==> src/rtl/uart_tx_queue.sv <==
// Byte FIFO in front of a register-mapped UART_IO block: the CPU pushes bytes,
// the sender FSM writes each byte and then a start command downstream.
module uart_tx_queue #(
  parameter int DEPTH      = 16,
  parameter int START_WAIT = 8
) (
  input  logic        clk,
  input  logic        rst_n,
  input  logic [3:0]  cpu_addr,
  input  logic [31:0] cpu_wdata,
  output logic [31:0] cpu_rdata,
  input  logic        cpu_en,
  input  logic        cpu_wen,
  output logic [3:0]  uio_addr,
  output logic [31:0] uio_data,
  output logic        uio_en,
  output logic        uio_wen,
  input  logic        uio_busy,
  output logic        irq_empty
);

  localparam int AW = (DEPTH > 1) ? $clog2(DEPTH) : 1;
  localparam int CW = AW + 1;

  typedef enum logic [2:0] {IDLE, WR_DATA, WR_CMD, WAIT_BUSY, WAIT_DONE} state_t;

  state_t         state, state_next;
  logic [7:0]     mem [DEPTH];
  logic [AW-1:0]  wr_ptr, rd_ptr;
  logic [CW-1:0]  count;
  logic [15:0]    wait_cnt, wait_next;
  logic           ovf, tx_err, err_evt;

  logic cpu_wr, push, ctrl_wr, flush, clr, pop, full, empty, push_ok, ovf_evt;
  logic [8:0] count9;

  assign cpu_wr  = cpu_en & cpu_wen;
  assign push    = cpu_wr & (cpu_addr == 4'd0);
  assign ctrl_wr = cpu_wr & (cpu_addr == 4'd2);
  assign flush   = ctrl_wr & cpu_wdata[0];
  assign clr     = ctrl_wr & cpu_wdata[1];
  assign pop     = (state == WR_DATA);
  assign full    = (count == CW'(DEPTH));
  assign empty   = (count == '0);
  // A full FIFO still takes a byte when the head leaves in the same cycle.
  assign push_ok = push & ~flush & (~full | pop);
  assign ovf_evt = push & ~flush & full & ~pop;
  assign count9  = 9'(count);
  assign irq_empty = empty & (state == IDLE);

  always_ff @(posedge clk) begin
    if (push_ok) mem[wr_ptr] <= cpu_wdata[7:0];
  end

  always_ff @(posedge clk or negedge rst_n) begin
    if (!rst_n) begin
      wr_ptr <= '0;
      rd_ptr <= '0;
      count  <= '0;
    end else if (flush) begin
      wr_ptr <= '0;
      rd_ptr <= '0;
      count  <= '0;
    end else begin
      if (push_ok) wr_ptr <= wr_ptr + 1'b1;
      if (pop)     rd_ptr <= rd_ptr + 1'b1;
      if (push_ok && !pop)      count <= count + 1'b1;
      else if (pop && !push_ok) count <= count - 1'b1;
    end
  end

  always_ff @(posedge clk or negedge rst_n) begin
    if (!rst_n) begin
      ovf       <= 1'b0;
      tx_err    <= 1'b0;
      cpu_rdata <= '0;
      state     <= IDLE;
      wait_cnt  <= '0;
    end else begin
      // Clearing never hides an event that lands in the same cycle.
      ovf      <= (ovf & ~clr) | ovf_evt;
      tx_err   <= (tx_err & ~clr) | err_evt;
      state    <= state_next;
      wait_cnt <= wait_next;
      if (cpu_en && !cpu_wen)
        cpu_rdata <= (cpu_addr == 4'd1) ? {19'b0, tx_err, ovf, count9, full, empty} : 32'd0;
    end
  end

  always_comb begin
    state_next = state;
    wait_next  = wait_cnt;
    err_evt    = 1'b0;
    uio_addr   = 4'd0;
    uio_data   = 32'd0;
    uio_en     = 1'b0;
    uio_wen    = 1'b0;
    case (state)
      IDLE: begin
        // A flush in this cycle empties the FIFO, so do not start on stale count.
        if (!empty && !uio_busy && !flush) state_next = WR_DATA;
      end
      WR_DATA: begin
        uio_addr   = 4'd1;
        uio_data   = {24'b0, mem[rd_ptr]};
        uio_en     = 1'b1;
        uio_wen    = 1'b1;
        state_next = WR_CMD;
      end
      WR_CMD: begin
        uio_addr   = 4'd0;
        uio_data   = 32'h1;
        uio_en     = 1'b1;
        uio_wen    = 1'b1;
        wait_next  = '0;
        state_next = WAIT_BUSY;
      end
      WAIT_BUSY: begin
        if (uio_busy) begin
          state_next = WAIT_DONE;
        end else if (wait_cnt >= 16'(START_WAIT - 1)) begin
          err_evt    = 1'b1;
          state_next = IDLE;
        end else begin
          wait_next = wait_cnt + 16'd1;
        end
      end
      WAIT_DONE: begin
        if (!uio_busy) state_next = IDLE;
      end
      default: state_next = IDLE;
    endcase
  end

endmodule
==> config.mk <==
export PLATFORM = sky130hd
export DESIGN_NAME = uart_tx_queue
export DESIGN_NICKNAME = d
export VERILOG_FILES = /design/src/rtl/uart_tx_queue.sv
export SDC_FILE = /design/constraint.sdc
export NUM_CORES = 1
export LEC_CHECK = 0
export ABC_AREA = 1
export CAP_MARGIN = 20
export CELL_PAD_IN_SITES_DETAIL_PLACEMENT = 0
export CELL_PAD_IN_SITES_GLOBAL_PLACEMENT = 2
export CORE_MARGIN = 5
export CORE_UTILIZATION = 35
export CTS_CLUSTER_SIZE = 14
export DETAILED_ROUTE_END_ITERATION = 16
export PLACE_DENSITY_LB_ADDON = 0.1
export SETUP_SLACK_MARGIN = 0.15
export SLEW_MARGIN = 25
export SYNTH_ARGS = -nofsm -noshare
export SYNTH_HDL_FRONTEND = slang
export SYNTH_SLANG_ARGS = --single-unit
==> constraint.sdc <==
create_clock -name clk -period 2.3 [get_ports clk]
set_input_delay 0.46 -clock clk [delete_from_list [all_inputs] [get_ports clk]]
set_output_delay 0.46 -clock clk [all_outputs]
set_load 0.05 [all_outputs]
# Word-level counts from Yosys, hierarchy flattened
# Memory sizes are Yosys's and may differ from the RTL's.
# Index checks and enable logic that the tools add are counted.
# op_classes
add_sub_neg,5
n_mul,0
div_mod_pow,0
magnitude_cmp,1
eq_ne,12
shifts,0
n_mux,24
bitwise,19
n_reduce_logical,21
# ops
op,n
2-to-1 mux 16 bit,2
case mux 16 bit (2 select lines),1
"adder 16 x 1 -> 16 bit, second input constant",1
">= comparator 16 x 3 -> 1 bit, second input constant",1
2-to-1 mux 4 bit,4
case mux 8 bit (2 select lines),1
2-to-1 mux 5 bit,3
case mux 3 bit (5 select lines),1
2-to-1 mux 13 bit,1
bitwise AND 1 bit,12
2-to-1 mux 3 bit,4
"adder 4 x 1 -> 4 bit, second input constant",2
2-to-1 mux 1 bit,7
"equality test 3 x 2 -> 1 bit, second input constant",2
zero test 1 bit,6
"inequality test 2 bit, second input constant",3
AND reduction 3 bit,2
nonzero test 2 bit,3
"adder 5 x 1 -> 5 bit, second input constant",1
"equality test 5 bit, second input constant",1
logical AND 1 bit,5
zero test 5 bit,1
"subtractor 5 x 1 -> 5 bit, second input constant",1
"equality test 4 x 1 -> 1 bit, second input constant",1
11 further kinds,16
# totals
register_bits,66
latchBits,0
ram_bits,128
romBits,0
inputBits,41
output_inout_bits,71
word_cells,91
memories,1
# mem_list
name,words,word_bits,read_ports,rd_clocked_by_memory_dff,write_ports,line,rtl
mem,16,8,1,0,1,28,logic [7:0] mem [DEPTH];

# Depth between registers and ports, before layout
# Gate-level depths: netlist of run 1.
# depth
depth_word,11
mapped_depth,13
mapped_depth_nobuf,13

# Worst setup path after synthesis of run 1
# Ideal clock, no wire load.
# synth_timing
kind,register to output
from,reg count[0]
to,out irq_empty
t_arrival_ns,2.137
required_ns,1.840
setup_slack_ns,-0.297
path_stages_with_launch,4
path_buffers,0
path_cell_list,dfrtp_1 -> nor2_1 -> nand3_1 -> nor4_1
# synth_via
elab_chain_len,2
# synth_rtl
element,line,rtl
start: declaration,30,logic [CW-1:0] count;
start signal: assignment,67,if (push_ok && !pop) count <= count + 1'b1;
start signal: assignment,68,else if (pop && !push_ok) count <= count - 1'b1;
zero test 5 bit,44,assign empty = (count == '0);
bitwise AND 1 bit,49,assign irq_empty = empty & (state == IDLE);
end: declaration,19,output logic irq_empty
# Every way passes these cells.

# Worst setup path after layout of run 1
# layout_timing
from,reg rd_ptr[0]
to,out uio_data[6]
# layout_via
elab_chain_len,2
# layout_rtl
element,line,rtl
start: declaration,29,"logic [AW-1:0] wr_ptr, rd_ptr;"
start signal: assignment,66,if (pop) rd_ptr <= rd_ptr + 1'b1;
memory (16 x 8 bit),-,
case mux 8 bit (2 select lines),98,case (state)
end: declaration,15,"output logic [31:0] uio_data,"
# Every way passes these cells.

==> results of run 1 <==
## worst max-delay path by stage
stage	from	to	cells after the start
2_1_floorplan	rd_ptr[0]	uio_data[2]	8
4_1_cts	rd_ptr[0]	uio_data[2]	9
6_report	rd_ptr[0]	uio_data[6]	10
3_5_place_dp	cpu_addr[3]	count[4]	14
3_3_place_gp	cpu_addr[3]	count[4]	14
5_1_grt	rd_ptr[0]	uio_data[6]	11
## metrics by stage
stage / utilization, % / TNS (ps)
after floorplan: - / 0
after global placement: 39.69 / -3184
after detailed placement: 39.69 / -5402
after CTS: 44.59 / -1268
after global routing: 45.44 / -1942
final: 45.44 / -1249
## layer usage
metal | GRT usage (%) | share of wire [%] | vias to the layer above
li1 | - | - | 2612
met1 | 19.36 | 44 | 2614
met2 | 27.42 | 51 | 109
met3 | 2.964 | 3.9 | 20
met4 | 4.185 | 1.5 | 0
met5 | 0 | 0 | -
## cell type report
type | instances | area share, %
clock buffer | 20 | 4.577
clock inverter | 12 | 1.116
inverter | 63 | 2.445
multi-input combinational | 486 | 25.93
sequential | 171 | 49.39
tap | 280 | 3.511
timing repair buffer | 106 | 13.03
## power by group
group	internal, mW	switching (mW)
sequential	3.50	0.223
clock	1.56	1.24
combinational	2.38	3.33
## critical path, delay by kind of cell (launching register included)
| kind | cells | cell delay, ps |
|---|---|---|
| AOI/OAI and AO/OA | 2 | 280 |
| buffers and inverters | 4 | 510 |
| DFF | 1 | 430 |
| and+or+nand+nor | 4 | 380 |
## registers in the layout, indices dropped and copies added (netlist names)
| register | flops |
|---|---|
| ovf | 1 |
| wait_cnt | 16 |
| state | 3 |
| tx_err | 1 |
| count | 5 |
| wr_ptr | 4 |
| mem | 128 |
| cpu_rdata | 9 |
| rd_ptr | 4 |
## layout by cell type (no fill, tap or decap), types with 18 or more instances in the layout
master,netlist,final
buf_12,0,21
buf_4,57,45
clkbuf_16,0,19
clkdlybuf4s50_1,0,24
conb_1,1,50
dfrtp_1,43,37
edfxtp_1,128,128
inv_1,57,55
nand2_1,71,63
nand3_1,62,43
nand3_2,2,18
nor2_1,157,148
o21ai_0,73,58
o21ai_1,8,19
## logic make-up after synthesis
| logic type | synth area share (%) |
|---|---|
| other cells | 0.04774 |
| simple gates | 17.17 |
| flops | 62.63 |
| fa+ha+maj | 1.848 |
| xor+xnor | 0.5575 |
| buf+inv | 10.42 |
| compound gates | 7.327 |
## what timing repair did
item / CTS / global route
cloned: 6 / 2
buffers inserted: 11 / 4
pin swaps: 29 / 12
setup endpoints to repair: 11 / 13
endpoints found under the hold margin: 17 / 0
resized for setup: 66 / 33
hold buffers: 1 / 0
==> key figures, run 1 <==
Status
  • Status: complete, but fails checks
  • Failing checks: setup timing

Clock tree
  • Clock Tree Buf Depth: 2
  • Sink Count: 171
  • H-tree depth: 4
  • Skew-Pair Late Insertion Delay: 420 ps
  • CTS tree: yes
  • Root buffer cell: clkbuf_16
  • Worst-path clk slew: 70 ps
  • TritonCTS Buffers: 17

Setup path
  • CP Max Fanout: 10
  • CP arrival: 2030 ps
  • Slowest CP cell: dfrtp_2
  • RR Endpoint: count[4]
  • CP Launch Type: flop
  • FF-to-FF setup slack: 290 ps
  • Crit path kind: flop to output pin
  • CP required: 1840 ps
  • Worst-path cell chain: buf_6 > buf_12 > buf_16 > nor2_1 > nor2_1 > o21ai_0 > nand3_1 > nand3_2 > a21oi_4 > buf_12
  • RR Startpoint: count[1]
  • CP Capture Type: output pin
  • Slowest cell delay on critical path: 430 ps
  • Worst r2r path cells: 14

Timing
  • Final WS setup: -185.2 ps
  • Max-slew violations: 0
  • Hold_ws: 487.8 ps
  • Endpoints failing hold: 0
  • Fin crit period: 2485 ps
  • Final period util: 108.1%
  • Clk_skew: 9.408 ps
  • Setup violators final: 8
  • Actual slew at the worst max-slew pin: 665.5 ps
  • Rel. slew slack: 55.50%
  • Max Clk Rate: 0.4024 GHz
  • RSZ-0062 raised after global routing: yes

Logic synthesis
  • Leading area contributor after synthesis: edfxtp_1
  • Number of distinct library cells after synthesis: 35
  • Synth top cells by count: 157 x nor2_1, 128 x edfxtp_1, 73 x o21ai_0
  • Synth Flop Type: edfxtp_1
  • Async S/R FF share, synth: 25.15%
  • Post-synth EDFFs: 128
  • Post-synth top area share: 48.93%
  • Avg Cell Area, Syn: 10.45 µm²
  • Post-synthesis cell area: 7855 µm²
  • Top-count cell post-synth: nor2_1
  • Ys Warns: 0
  • Gate Count Post-Synth: 752
  • Top cells by area, synth: edfxtp_1 49%, dfrtp_1 14%, nor2_1 7.5%
  • Number of synthesized register bits: 171
  • Register area share after synthesis: 62.63%

GRT
  • Initial antenna violation count: 0
  • Largest net degree at the start of global routing: 29
  • GRT Total Usage: 15.45%
  • First-pass GRT wire length: 30,460 µm
  • Remaining Overflow, GRT: 0
  • Vias in the first global route: 5,322

Finish
  • Post-layout instance area: 9977 µm²
  • Register area: 4927 µm²
  • Fillers: 2,071
  • Final cell count without fillers: 1,138
  • Final nets: 897
  • Area growth from synthesis to final layout: 27.01%
  • Fraction of layout cells with a size suffix above 1: 22.96%
  • Area used by multi-input combinational logic: 2587 µm²
  • Antenna fix cells: 0

Pwr
  • Power consumption: 12.23 mW
  • LEAKAGE: 4.003 nW
  • PD cells: 1226 nW/µm²
  • Max IR drop VDD: 1097 µV

Floorplan
  • Total Die Area: 25,540 µm²
  • Initial core utilization: 35.77%
  • Cell row count: 54
  • Floorplan die height: 159.8 µm
  • I/O pins: 112
  • Core area: 21,960 µm²
  • Die W: 159.8 µm

Place
  • RePlAce Congestion: 0.7654
  • Placed cells: 1,082
  • Area after DPL: 8715 µm²
  • Dpl hpwl: 12,260 µm
  • Setup slack at placement: -151.7 ps
  • Port buffer count: 37

Run
  • Max capacitance violation total: 0

Routing
  • Total wire length after detailed routing: 19,840 µm
  • WL/cell: 17.43 µm
  • Iteration-0 DRC Markers: 252
  • Post-route DRC violation count: 0
  • DRT antenna net count: 0
  • Vias per cell: 4.706
  • Drt pass-1 iters: 4
  • Via Count: 5,355

Min path
  • Worst hold path type: input pin to async pin
Power figures use the tool's default switching activity.
==> run 2: changes to the inputs <==
Settings changed: CAP_MARGIN 20 to 15, CTS_CLUSTER_SIZE 14 to 30.
==> results of run 2 <==
Same layout as run 1: the final DEF is identical, and so are final timing and power.
==> run 3: changes to the inputs <==
Settings changed: SKIP_CTS_REPAIR_TIMING set to 1, SLEW_MARGIN 25 to not set.
==> key figures, run 3 (same netlist as run 1, synthesis figures left out) <==
Setup path
  • CP Capture Point: uio_data[1]
  • Worst r2r path cells: 12
  • CP Max Fanout: 10
  • Crit path from: rd_ptr[0]
  • Crit path kind: flop to output pin
  • CP Launch Type: flop
  • RR Endpoint: count[4]
  • CP arrival: 1970 ps
  • FF-to-FF setup slack: 390 ps
  • CP Capture Type: output pin
  • CP required: 1840 ps
  • RR Startpoint: state[1]

Pwr
  • PD cells: 1202 nW/µm²
  • Power share of the combinational group: 43.9%
  • LEAKAGE: 3.878 nW
  • Clk pwr share: 24.2%
  • Seq pwr share: 31.9%
  • Psw: 4.539 mW
  • Max IR drop VDD: 1065 µV
  • Switching Share: 39.13%
  • Power consumption: 11.60 mW
  • Pint: 7.060 mW

Floorplan
  • I/O pins: 112
  • Cell row count: 54
  • Die W: 159.8 µm
  • Initial core utilization: 35.77%
  • Floorplan die height: 159.8 µm
  • Core area: 21,960 µm²
  • Total Die Area: 25,540 µm²

Finish
  • Commonest non-fill, non-tap cell in the layout: nor2_1
  • Fraction of layout cells with a size suffix above 1: 18.32%
  • Most frequent cells in the layout: 153 x nor2_1, 128 x edfxtp_1, 68 x nand2_1
  • Antenna fix cells: 0
  • Top flop regs: mem x128, wait_cnt x16, cpu_rdata x9
  • Max reg flops: 128
  • Area growth from synthesis to final layout: 22.87%
  • Post-layout instance area: 9652 µm²
  • Final nets: 885
  • Largest register by flop count: mem

Timing
  • Final period util: 105.7%
  • Clk_skew: 10.28 ps
  • Rel. slew slack: 55.42%
  • Actual slew at the worst max-slew pin: 666.6 ps
  • Max Clk Rate: 0.4115 GHz
  • Fin crit period: 2430 ps
  • Setup violators final: 8
  • RSZ-0062 raised after global routing: yes
  • Final WS setup: -130.0 ps
  • Max-slew violations: 0
  • Endpoints failing hold: 0

GRT
  • Vias in the first global route: 5,154
  • Largest net degree at the start of global routing: 39
  • First-pass GRT wire length: 29,340 µm
  • Remaining Overflow, GRT: 0
  • Initial antenna violation count: 0
  • GRT Total Usage: 14.83%

Clock tree
  • TritonCTS Buffers: 17
  • H-tree depth: 4
  • CTS tree: yes
  • Root buffer cell: clkbuf_16
  • Sink Count: 171
  • Worst-path clk slew: 70 ps
  • Clock Tree Buf Depth: 2
  • Skew-Pair Late Insertion Delay: 420 ps

Routing
  • Post-route DRC violation count: 0
  • Drt pass-1 iters: 6
  • Iteration-0 DRC Markers: 259
  • Vias per cell: 4.686
  • Total wire length after detailed routing: 19,520 µm
  • Via Count: 5,276
  • WL/cell: 17.33 µm
  • DRT antenna net count: 0

Place
  • Port buffer count: 37
  • Dpl hpwl: 12,260 µm
  • RePlAce Congestion: 0.7654
  • Area after DPL: 8715 µm²

Min path
  • Worst hold path type: input pin to async pin

Run
  • Max capacitance violation total: 0

Status
  • Failing checks: setup timing
  • Status: complete, but fails checks
run 3: cell count changes in the layout (fill, tap and decap cells not counted), sizes merged:
cell / delta
buf: -16
clkbuf: +4
run 3: worst max-delay path, cell delays in order, from the launching register on:
cell and delay [ps]:
dfrtp_2 370, buf_12 170, buf_12 150, nor2_1 50, nor2_1 80, o21ai_0 90
nand3_1 140, nand3_2 120, a21oi_4 220, buf_12 160
run 3: area by class of cell:
| type | count | area (µm²) |
|---|---|---|
| Fill cell | 2097 | 12310 |
| Timing Repair Buffer | 94 | 1122 |
| Clock inverter | 12 | 111.4 |
| Clock buffer | 20 | 456.7 |
| Sequential cell | 171 | 4925 |
| Multi-Input combinational cell | 486 | 2442 |
| Inverter | 63 | 244.0 |
| Tap cell | 280 | 350.3 |
run 3: through the flow:
| step | setup WS [ps] | std cells | hold slack, ps | util, % | TNS (ps) |
|---|---|---|---|---|---|
| floorplan | 276.4 | 801 | 164.4 | - | 0 |
| global placement | -149.5 | 1082 | 414.5 | 39.69 | -3184 |
| detailed placement | -151.7 | 1082 | 421.9 | 39.69 | -5402 |
| CTS | -267.4 | 1114 | -35.01 | 42.27 | -1592 |
| global route | -223.5 | 1126 | 520.7 | 43.95 | -1669 |
| finish | -130.0 | 1126 | 488.8 | 43.95 | -840.5 |
run 3: metal layers:
metal  routed length, µm  GRT usage (%)  part of all wire [%]
met1                8813          19.03                    45
met2                9863          25.81                    51
met3                 632          2.835                   3.2
met4                 208          3.989                   1.1
met5                   0              0                     0
run 3: power groups by stage:
stage	clock network [mW]	logic [mW]	registers (mW)
after floorplan	0	3.01	3.71
after global placement	0	4.42	3.74
after detailed placement	0	4.44	3.74
after CTS	2.87	4.46	3.68
after global routing	3.00	5.56	3.73
final	2.80	5.09	3.70
run 3: how the worst min path moves through the flow:
stage	to	depth (start not counted)
after floorplan	count[0]	0
after global placement	wait_cnt[14]	1
after detailed placement	wait_cnt[14]	1
after CTS	wait_cnt[14]	1
after global routing	wait_cnt[15]	2
final	wait_cnt[3]	2
